## config.mk

```make
export PLATFORM = sky130hd
export DESIGN_NAME = clock_meter
export DESIGN_NICKNAME = d
export VERILOG_FILES = /design/src/rtl/clock_meter.sv
export SDC_FILE = /design/constraint.sdc
export NUM_CORES = 1
export LEC_CHECK = 0
export ABC_AREA = 1
export BUFFER_PORTS_ARGS = -buffer_cell sky130_fd_sc_hd__buf_2
export CORE_ASPECT_RATIO = 1.75
export CORE_UTILIZATION = 58
export DETAILED_ROUTE_END_ITERATION = 10
export PLACE_DENSITY = 0.85
export SLEW_MARGIN = 20
export SYNTH_ARGS = -nofsm -noshare
export SYNTH_HDL_FRONTEND = slang
export SYNTH_SLANG_ARGS = --single-unit
export TNS_END_PERCENT = 100
```

## constraint.sdc

```tcl
create_clock -name clk -period 2.49 [get_ports clk]
set_input_delay 0.249 -clock clk [delete_from_list [all_inputs] [get_ports clk]]
set_output_delay 0.249 -clock clk [all_outputs]
set_load 0.01 [all_outputs]
```

## src/rtl/clock_meter.sv

```systemverilog
// Measures period, high time, low time and phase (vs. ref_in) of an asynchronous
// pulse train, all counted in cycles of clk.
module clock_meter #(
  parameter int CNT_W       = 16,
  parameter int TIMEOUT     = 1000,
  parameter int SYNC_STAGES = 2
) (
  input  logic             clk,
  input  logic             rst_n,
  input  logic             en,
  input  logic             sig_in,
  input  logic             ref_in,
  output logic             meas_valid,
  output logic [CNT_W-1:0] period,
  output logic [CNT_W-1:0] ton,
  output logic [CNT_W-1:0] toff,
  output logic [CNT_W-1:0] phase,
  output logic             timeout
);

  typedef enum logic [1:0] {
    IDLE = 2'd0,
    HIGH = 2'd1,
    LOW  = 2'd2
  } state_e;

  localparam logic [CNT_W-1:0] TIMEOUT_C = CNT_W'(TIMEOUT);
  localparam logic [CNT_W-1:0] CNT_MAX   = {CNT_W{1'b1}};
  localparam logic [CNT_W-1:0] ONE       = CNT_W'(1);

  // Synchronizers and edge detection
  logic [SYNC_STAGES-1:0] sig_sync_q;
  logic [SYNC_STAGES-1:0] ref_sync_q;
  logic                   sig_prev_q;
  logic                   ref_prev_q;
  logic                   sig_s;
  logic                   ref_s;
  logic                   sig_rise;
  logic                   sig_fall;
  logic                   ref_rise;

  always_ff @(posedge clk or negedge rst_n) begin
    if (!rst_n) begin
      sig_sync_q <= '0;
      ref_sync_q <= '0;
      sig_prev_q <= 1'b0;
      ref_prev_q <= 1'b0;
    end else begin
      sig_sync_q <= {sig_sync_q[SYNC_STAGES-2:0], sig_in};
      ref_sync_q <= {ref_sync_q[SYNC_STAGES-2:0], ref_in};
      sig_prev_q <= sig_s;
      ref_prev_q <= ref_s;
    end
  end

  assign sig_s    = sig_sync_q[SYNC_STAGES-1];
  assign ref_s    = ref_sync_q[SYNC_STAGES-1];
  assign sig_rise = sig_s & ~sig_prev_q;
  assign sig_fall = ~sig_s & sig_prev_q;
  assign ref_rise = ref_s & ~ref_prev_q;

  // Phase counter: phase_now is the distance from the latest ref rise as seen
  // in the current cycle, so a coincident ref rise reads as zero.
  logic [CNT_W-1:0] phase_cnt_q;
  logic [CNT_W-1:0] phase_cnt_d;
  logic [CNT_W-1:0] phase_now;
  logic [CNT_W-1:0] phase_sample;
  logic             ref_seen_q;
  logic             ref_seen_d;

  always_comb begin
    phase_now    = ref_rise ? '0 : phase_cnt_q;
    phase_cnt_d  = (phase_now == CNT_MAX) ? CNT_MAX : phase_now + ONE;
    ref_seen_d   = ref_seen_q | ref_rise;
    phase_sample = ref_seen_d ? phase_now : CNT_MAX;
  end

  always_ff @(posedge clk or negedge rst_n) begin
    if (!rst_n) begin
      phase_cnt_q <= '0;
      ref_seen_q  <= 1'b0;
    end else begin
      phase_cnt_q <= phase_cnt_d;
      ref_seen_q  <= ref_seen_d;
    end
  end

  // Measurement FSM
  state_e           state_q;
  state_e           state_d;
  logic [CNT_W-1:0] cnt_q;
  logic [CNT_W-1:0] cnt_d;
  logic [CNT_W-1:0] ton_r_q;
  logic [CNT_W-1:0] ton_r_d;
  logic [CNT_W-1:0] period_q;
  logic [CNT_W-1:0] period_d;
  logic [CNT_W-1:0] ton_q;
  logic [CNT_W-1:0] ton_d;
  logic [CNT_W-1:0] toff_q;
  logic [CNT_W-1:0] toff_d;
  logic [CNT_W-1:0] phase_q;
  logic [CNT_W-1:0] phase_d;
  logic             timeout_q;
  logic             timeout_d;
  logic             meas_valid_q;
  logic             meas_valid_d;
  logic             edge_hit;

  always_comb begin
    state_d      = state_q;
    cnt_d        = cnt_q;
    ton_r_d      = ton_r_q;
    period_d     = period_q;
    ton_d        = ton_q;
    toff_d       = toff_q;
    phase_d      = phase_q;
    timeout_d    = timeout_q;
    meas_valid_d = 1'b0;
    // HIGH waits for a fall; IDLE and LOW wait for a rise.
    edge_hit     = (state_q == HIGH) ? sig_fall : sig_rise;

    if (!en) begin
      state_d = IDLE;
      cnt_d   = '0;
    end else if (edge_hit) begin
      cnt_d = ONE;
      case (state_q)
        IDLE: state_d = HIGH;
        HIGH: begin
          state_d = LOW;
          ton_r_d = cnt_q;
        end
        LOW: begin
          state_d      = HIGH;
          ton_d        = ton_r_q;
          toff_d       = cnt_q;
          period_d     = ton_r_q + cnt_q;
          phase_d      = phase_sample;
          meas_valid_d = 1'b1;
          timeout_d    = 1'b0;
        end
        default: begin
          state_d = IDLE;
          cnt_d   = '0;
        end
      endcase
    end else if (cnt_q >= TIMEOUT_C) begin
      timeout_d = 1'b1;
      state_d   = IDLE;
      cnt_d     = '0;
    end else begin
      cnt_d = cnt_q + ONE;
    end
  end

  always_ff @(posedge clk or negedge rst_n) begin
    if (!rst_n) begin
      state_q      <= IDLE;
      cnt_q        <= '0;
      ton_r_q      <= '0;
      period_q     <= '0;
      ton_q        <= '0;
      toff_q       <= '0;
      phase_q      <= '0;
      timeout_q    <= 1'b0;
      meas_valid_q <= 1'b0;
    end else begin
      state_q      <= state_d;
      cnt_q        <= cnt_d;
      ton_r_q      <= ton_r_d;
      period_q     <= period_d;
      ton_q        <= ton_d;
      toff_q       <= toff_d;
      phase_q      <= phase_d;
      timeout_q    <= timeout_d;
      meas_valid_q <= meas_valid_d;
    end
  end

  assign meas_valid = meas_valid_q;
  assign period     = period_q;
  assign ton        = ton_q;
  assign toff       = toff_q;
  assign phase      = phase_q;
  assign timeout    = timeout_q;

endmodule
```

* Word-level counts from Yosys, hierarchy flattened *
Index checks and enable logic that the tools add are counted.

storage, ports and cells
  register bits after elaboration = 123
  output and inout port bits = 66
  logic and storage cells = 56

cells by class
  add/sub/neg operators = 3
  $lt $le $gt $ge = 1
  equal/unequal tests = 5
  muxes and demuxes = 18
  bitwise operators = 7
  reductions and logical operators = 7

operator list
  kind                                                                                   count
  16-bit 2-to-1 mux                                                                      6
  16-bit by 1-bit adder with 16-bit output, second input constant                        2
  16-bit adder                                                                           1
  16-bit == test, second input constant                                                  1
  16-bit by 10-bit greater-or-equal comparator with 1-bit output, second input constant  1
  3-bit AND reduction                                                                    3
  1-bit 2-to-1 mux                                                                       8
  2-bit 2-to-1 mux                                                                       3
  2-bit case mux with 2 select lines                                                     1
  1-bit bitwise AND                                                                      3
  3-bit by 1-bit != test with 1-bit output, second input constant                        1
  1-bit NOT                                                                              3
  3-bit OR reduction                                                                     1
  2-bit by 1-bit == test with 1-bit output, second input constant                        1
  2-bit == test, second input constant                                                   1
  2-bit zero test                                                                        1
  2-bit by 1-bit != test with 1-bit output, second input constant                        1
  2-bit nonzero test                                                                     1
  2-bit OR reduction                                                                     1
  1-bit OR                                                                               1

* Longest topological paths before layout *
  depth after elaboration = 5
  mapped depth = 13
  gate-level depth less buffers = 11

* Least setup slack after synthesis *
Ideal clock, no wire load.

  path type = register to register
  start = register cnt_q[0]
  end = register period_q[6], in the netlist period[6]
  data arrival time = 1.660 ns
  path slack = 0.713 ns
  stages on the path, launching flop included = 10
  path buffers = 0
  path through = dfrtp_1 ha_1 fa_1 nand2_1 nand2_1 nand3b_1 nand2_1 or2_2 nand3_1 nand2_1

on the way
  cells in the longest elaborated chain, start to end = 1

RTL lines
  item                    line  text
  from (decl)             91    logic [CNT_W-1:0] cnt_q;
  from (signal assigned)  169   cnt_q <= cnt_d;
  16-bit adder            137   period_d = ton_r_q + cnt_q;
  to (signal assigned)    171   period_q <= period_d;
  to (decl)               95    logic [CNT_W-1:0] period_q;

No other way between the ends.
A chain may end at the register's enable or synchronous reset.

* Worst setup path in the final report *
  start = register ref_prev_q
  end = register phase_cnt_q[14]

on the way
  cells in the longest elaborated chain, start to end = 5
  elaborated cells between the ends (all ways) = 6

RTL lines
  item                                                                               line  text
  from (decl)                                                                        35    logic ref_prev_q;
  from (signal assigned)                                                             52    ref_prev_q <= ref_s;
  1-bit NOT (*)                                                                      60    assign ref_rise = ref_s & ~ref_prev_q;
  1-bit bitwise AND (*)                                                              60
  16-bit 2-to-1 mux (*)                                                              72    phase_now = ref_rise ? '0 : phase_cnt_q;
  16-bit by 1-bit adder with 16-bit output / 16-bit == test (equally long branches)  73    phase_cnt_d = (phase_now == CNT_MAX) ? CNT_MAX : phase_now + ONE;
  16-bit 2-to-1 mux (*)                                                              73
  named net phase_cnt_d[14]                                                          65    logic [CNT_W-1:0] phase_cnt_d;
  to (signal assigned)                                                               83    phase_cnt_q <= phase_cnt_d;
  to (decl)                                                                          64    logic [CNT_W-1:0] phase_cnt_q;

The timed path passes the listed nets; every way through them passes the cells marked *.

==> results.toml <==
[routing]
drtIter0Drc = 271
vias = 4944
post_drt_wl_per_cell_um = 14.0
drt-pass1-iter-count = 5
postRouteAntennaNets = 0
vias_per_cell = 5.26
routed_wl_um = 13200
drc = 0

[setup_path]
r2r_start = "ref_prev_q"
crit_fanout = 16
slowest_stage = "dfrtp_1"
worstSetupPathType = "register to register"
cp_cell_sequence = "inv_2 > nand2_4 > nand2_2 > inv_1 > ha_1 > inv_1 > nor3_4 > nand2_2 > inv_2 > nand3_4 > nand3_1"
crit_arrival_ns = 2.44
cpPeakStageDelay_ns = 0.39
critical_path_depth = 11
worst-path-buf-inv = 4
required_ns = 2.82
crit_path_start_kind = "register"
rr_worst_depth = 11
rrSetupSlack_ns = 0.38
critical_path.startpoint = "ref_prev_q"
worstSetupEndpointType = "register"
critical_path.top_delay_family = "simple AND/OR/NAND/NOR gates"

[outcome]
status = "finished, final reports clean"

[power_and_ir_drop]
p_clk_share_pct = 44.1
fin_total_pwr_mw = 5.08
p_int_mw = 3.75
p_sw_share_pct = 26.1
ir_drop_v = 0.000504
power_frac_seq_pct = 43.9
p_switching_mw = 1.33
p_comb_share_pct = 12.0
p_per_area_nw_per_um2 = 726
p_leak_nw = 3.85

[logic_synthesis]
synthSimpleGateAreaFrac_pct = 29.2
yosys_warnings = 0
synth_top_family_by_area = "simple AND/OR/NAND/NOR gates"
yosys-mux-area-fraction_pct = 0
synth-edff-count = 0
synth_adder_area_share_pct = 4.10
ys_ff_latch = 123
syn_inst = 720
synthArstFlopShare_pct = 100
yosys_most_used_dff = "dfrtp_1"
synth_compound_area_share_pct = 6.00
synth.distinct_cells = 33
syn_avg_cell_area_um2 = 8.31
seq_area_frac_synth_pct = 51.5
synthXorXnorAreaFrac_pct = 1.17
syn-cell-area_um2 = 5980

[final_layout]
fillers = 793
layout-drive-gt1-share_pct = 17.8
area_growth_pct = 17.0
multi_input_area_um2 = 2440
n_antenna_cell = 0
seq_area_um2 = 3080
nNetsFinal = 826

[grt]
grt_max_degree = 68
grt_pass1_vias = 4937
grt_pass1_wl_um = 22100
antenna_found_initial = 0
grt_overflow = 0
gr-usage-all-layers_pct = 27.2

[clock_network]
cts_buffers = 17
post-cts-setup-buffer-count = 0
cts_resized = 0
cts_sinks = 123
htree_levels = 4
clkLatencyLatePin_ns = 0.41
cts_tree = "done"
cts_hold_buf = 3
clockBufferDepth = 2
path_clk_slew_ns = 0.05
cts-root-buf = "clkbuf_16"

[die]
io_pins = 71
die_y_um = 136
dieArea_um2 = 10700
rows = 48
core_area_um2 = 9970
die_x_um = 78.8
initial_core_util_pct = 60.0

[timing]
setup_tns_ns = 0
drv_slew = 0
worst_pin_slew_ns = 0.993
clock_skew_ns = 0.00772
hold_viol = 0
max_slew_margin_pct = 33.7
finalSetupViolCount = 0
fmax_mhz = 474
post-route-period-util_pct = 84.8
period_needed_ns = 2.11
rsz0062_at_grt = "false"

[hold_path]
hold_start = "en"
min_path_type = "input port to register"
hold-path-cell-count = 3

[placement]
hpwl_um = 9650
numPortBuffers = 70
gp_congestion = 0.904

[run]
drv_cap = 0
kinds of logic (layout without fill, tap and decap cells):
family	Yosys count	in the layout
adder cells (fa/ha/maj)	19	19
AO/OA/AOI/OAI	67	67
buffers and inverters	111	201
flip-flops	123	123
XOR/XNOR	8	8
AND/OR/NAND/NOR	391	391
other	1	6
through the flow:
step	setup WS [ns]	util (%)	cells	area [um^2]	hold WS, ns
floorplan	0.713	-	725	6000	-0.0466
global placement	0.534	64.4	905	6420	0.203
detailed placement	0.406	64.4	905	6420	0.209
CTS	0.401	70.2	940	7000	0.193
global route	0.192	70.2	940	7000	0.239
finish	0.379	70.2	940	7000	0.207
cell type report:
class	instances	share of cell area, %
Sequential cell	123	44.0
Multi-Input combinational cell	491	34.9
Clock buffer	21	6.44
Timing Repair Buffer	77	6.08
Inverter	92	4.94
Tap cell	125	2.24
Clock inverter	11	1.38
power by group through the flow:
| stage | Sequential (mW) | Clock, mW | Combinational [mW] |
|---|---|---|---|
| floorplan | 2.27 | 0 | 0.390 |
| global placement | 2.26 | 0 | 0.576 |
| detailed placement | 2.26 | 0 | 0.604 |
| CTS | 2.23 | 2.28 | 0.611 |
| global route | 2.25 | 2.35 | 0.691 |
| finish | 2.23 | 2.24 | 0.610 |
path summary, 6_finish.rpt:
kind,end
setup / recovery,phase_cnt_q[14]
setup reg to reg,phase_cnt_q[14]
hold reg to reg,ref_sync_q[1]
max in group asynchronous,phase[11]
min in group asynchronous,ton[2]
hold / removal,state_q[0]
state kept, by name, summed over array words and instances (netlist names), 2 cells and up:
| signal | cells |
|---|---|
| ton | 16 |
| phase_cnt_q | 16 |
| ref_sync_q | 2 |
| toff | 16 |
| period | 16 |
| phase | 16 |
| ton_r_q | 16 |
| state_q | 2 |
| sig_sync_q | 2 |
| cnt_q | 16 |
routing by layer:
metal	vias up	GRT usage (%)	share of wire, %
met5	-	0	0
met4	0	14.9	3.9
met3	44	6.11	3.9
met2	131	49.8	55
met1	2348	28.1	37
li1	2421	-	-
Yosys cell counts, types with 4 or more instances:
master    count  area, um^2
a21oi_1      14        70.1
a31oi_1      15        93.8
buf_2        10        50.1
buf_6         5        56.3
dfrtp_1     123        3080
ha_1         18         225
inv_1        87         327
inv_2         5        18.8
nand2_1     248         931
nand2_2       7        43.8
nand3_1      36         180
nand3_2       8        80.1
nand3b_1      4        30.0
nand4_1       6        37.5
nor2_1       52         195
nor2_2        4        25.0
nor2_4        5        56.3
nor3_1        7        35.0
o21ai_0      25         125
o21ai_1      11        55.1
or2_2         7        43.8
xnor2_1       4        35.0
xor2_1        4        35.0
worst reg2reg max path: stages (launching register included):
cell and delay (ns):
dfrtp_1 0.39, inv_2 0.06, nand2_4 0.16, nand2_2 0.11, inv_1 0.11, ha_1 0.19, inv_1 0.09, nor3_4 0.29
nand2_2 0.12, inv_2 0.10, nand3_4 0.23, nand3_1 0.18
cells in the final DEF, fill, tap and decap left out, types with 2 or more instances in the layout:
cell type,n
nand3b_1,4
nand2_2,7
nand3_1,36
a31oi_1,15
nor3_1,7
conb_1,6
or2_2,7
ha_1,18
nand4_1,6
clkbuf_16,17
xnor2_1,4
o21ai_0,25
a21oi_1,14
o21ai_1,11
clkinv_2,5
nor2_1,52
nand2_1,248
inv_1,87
clkinv_4,2
nand2_4,2
xor2_1,4
dfrtp_1,123
o21bai_1,2
nor2_2,4
clkbuf_1,3
nor3_4,2
dlygate4sd3_1,3
clkinvlp_4,2
buf_4,4
inv_2,5
nor2_4,5
buf_2,69
nand3_2,8
(Power assumes the default switching activity.)
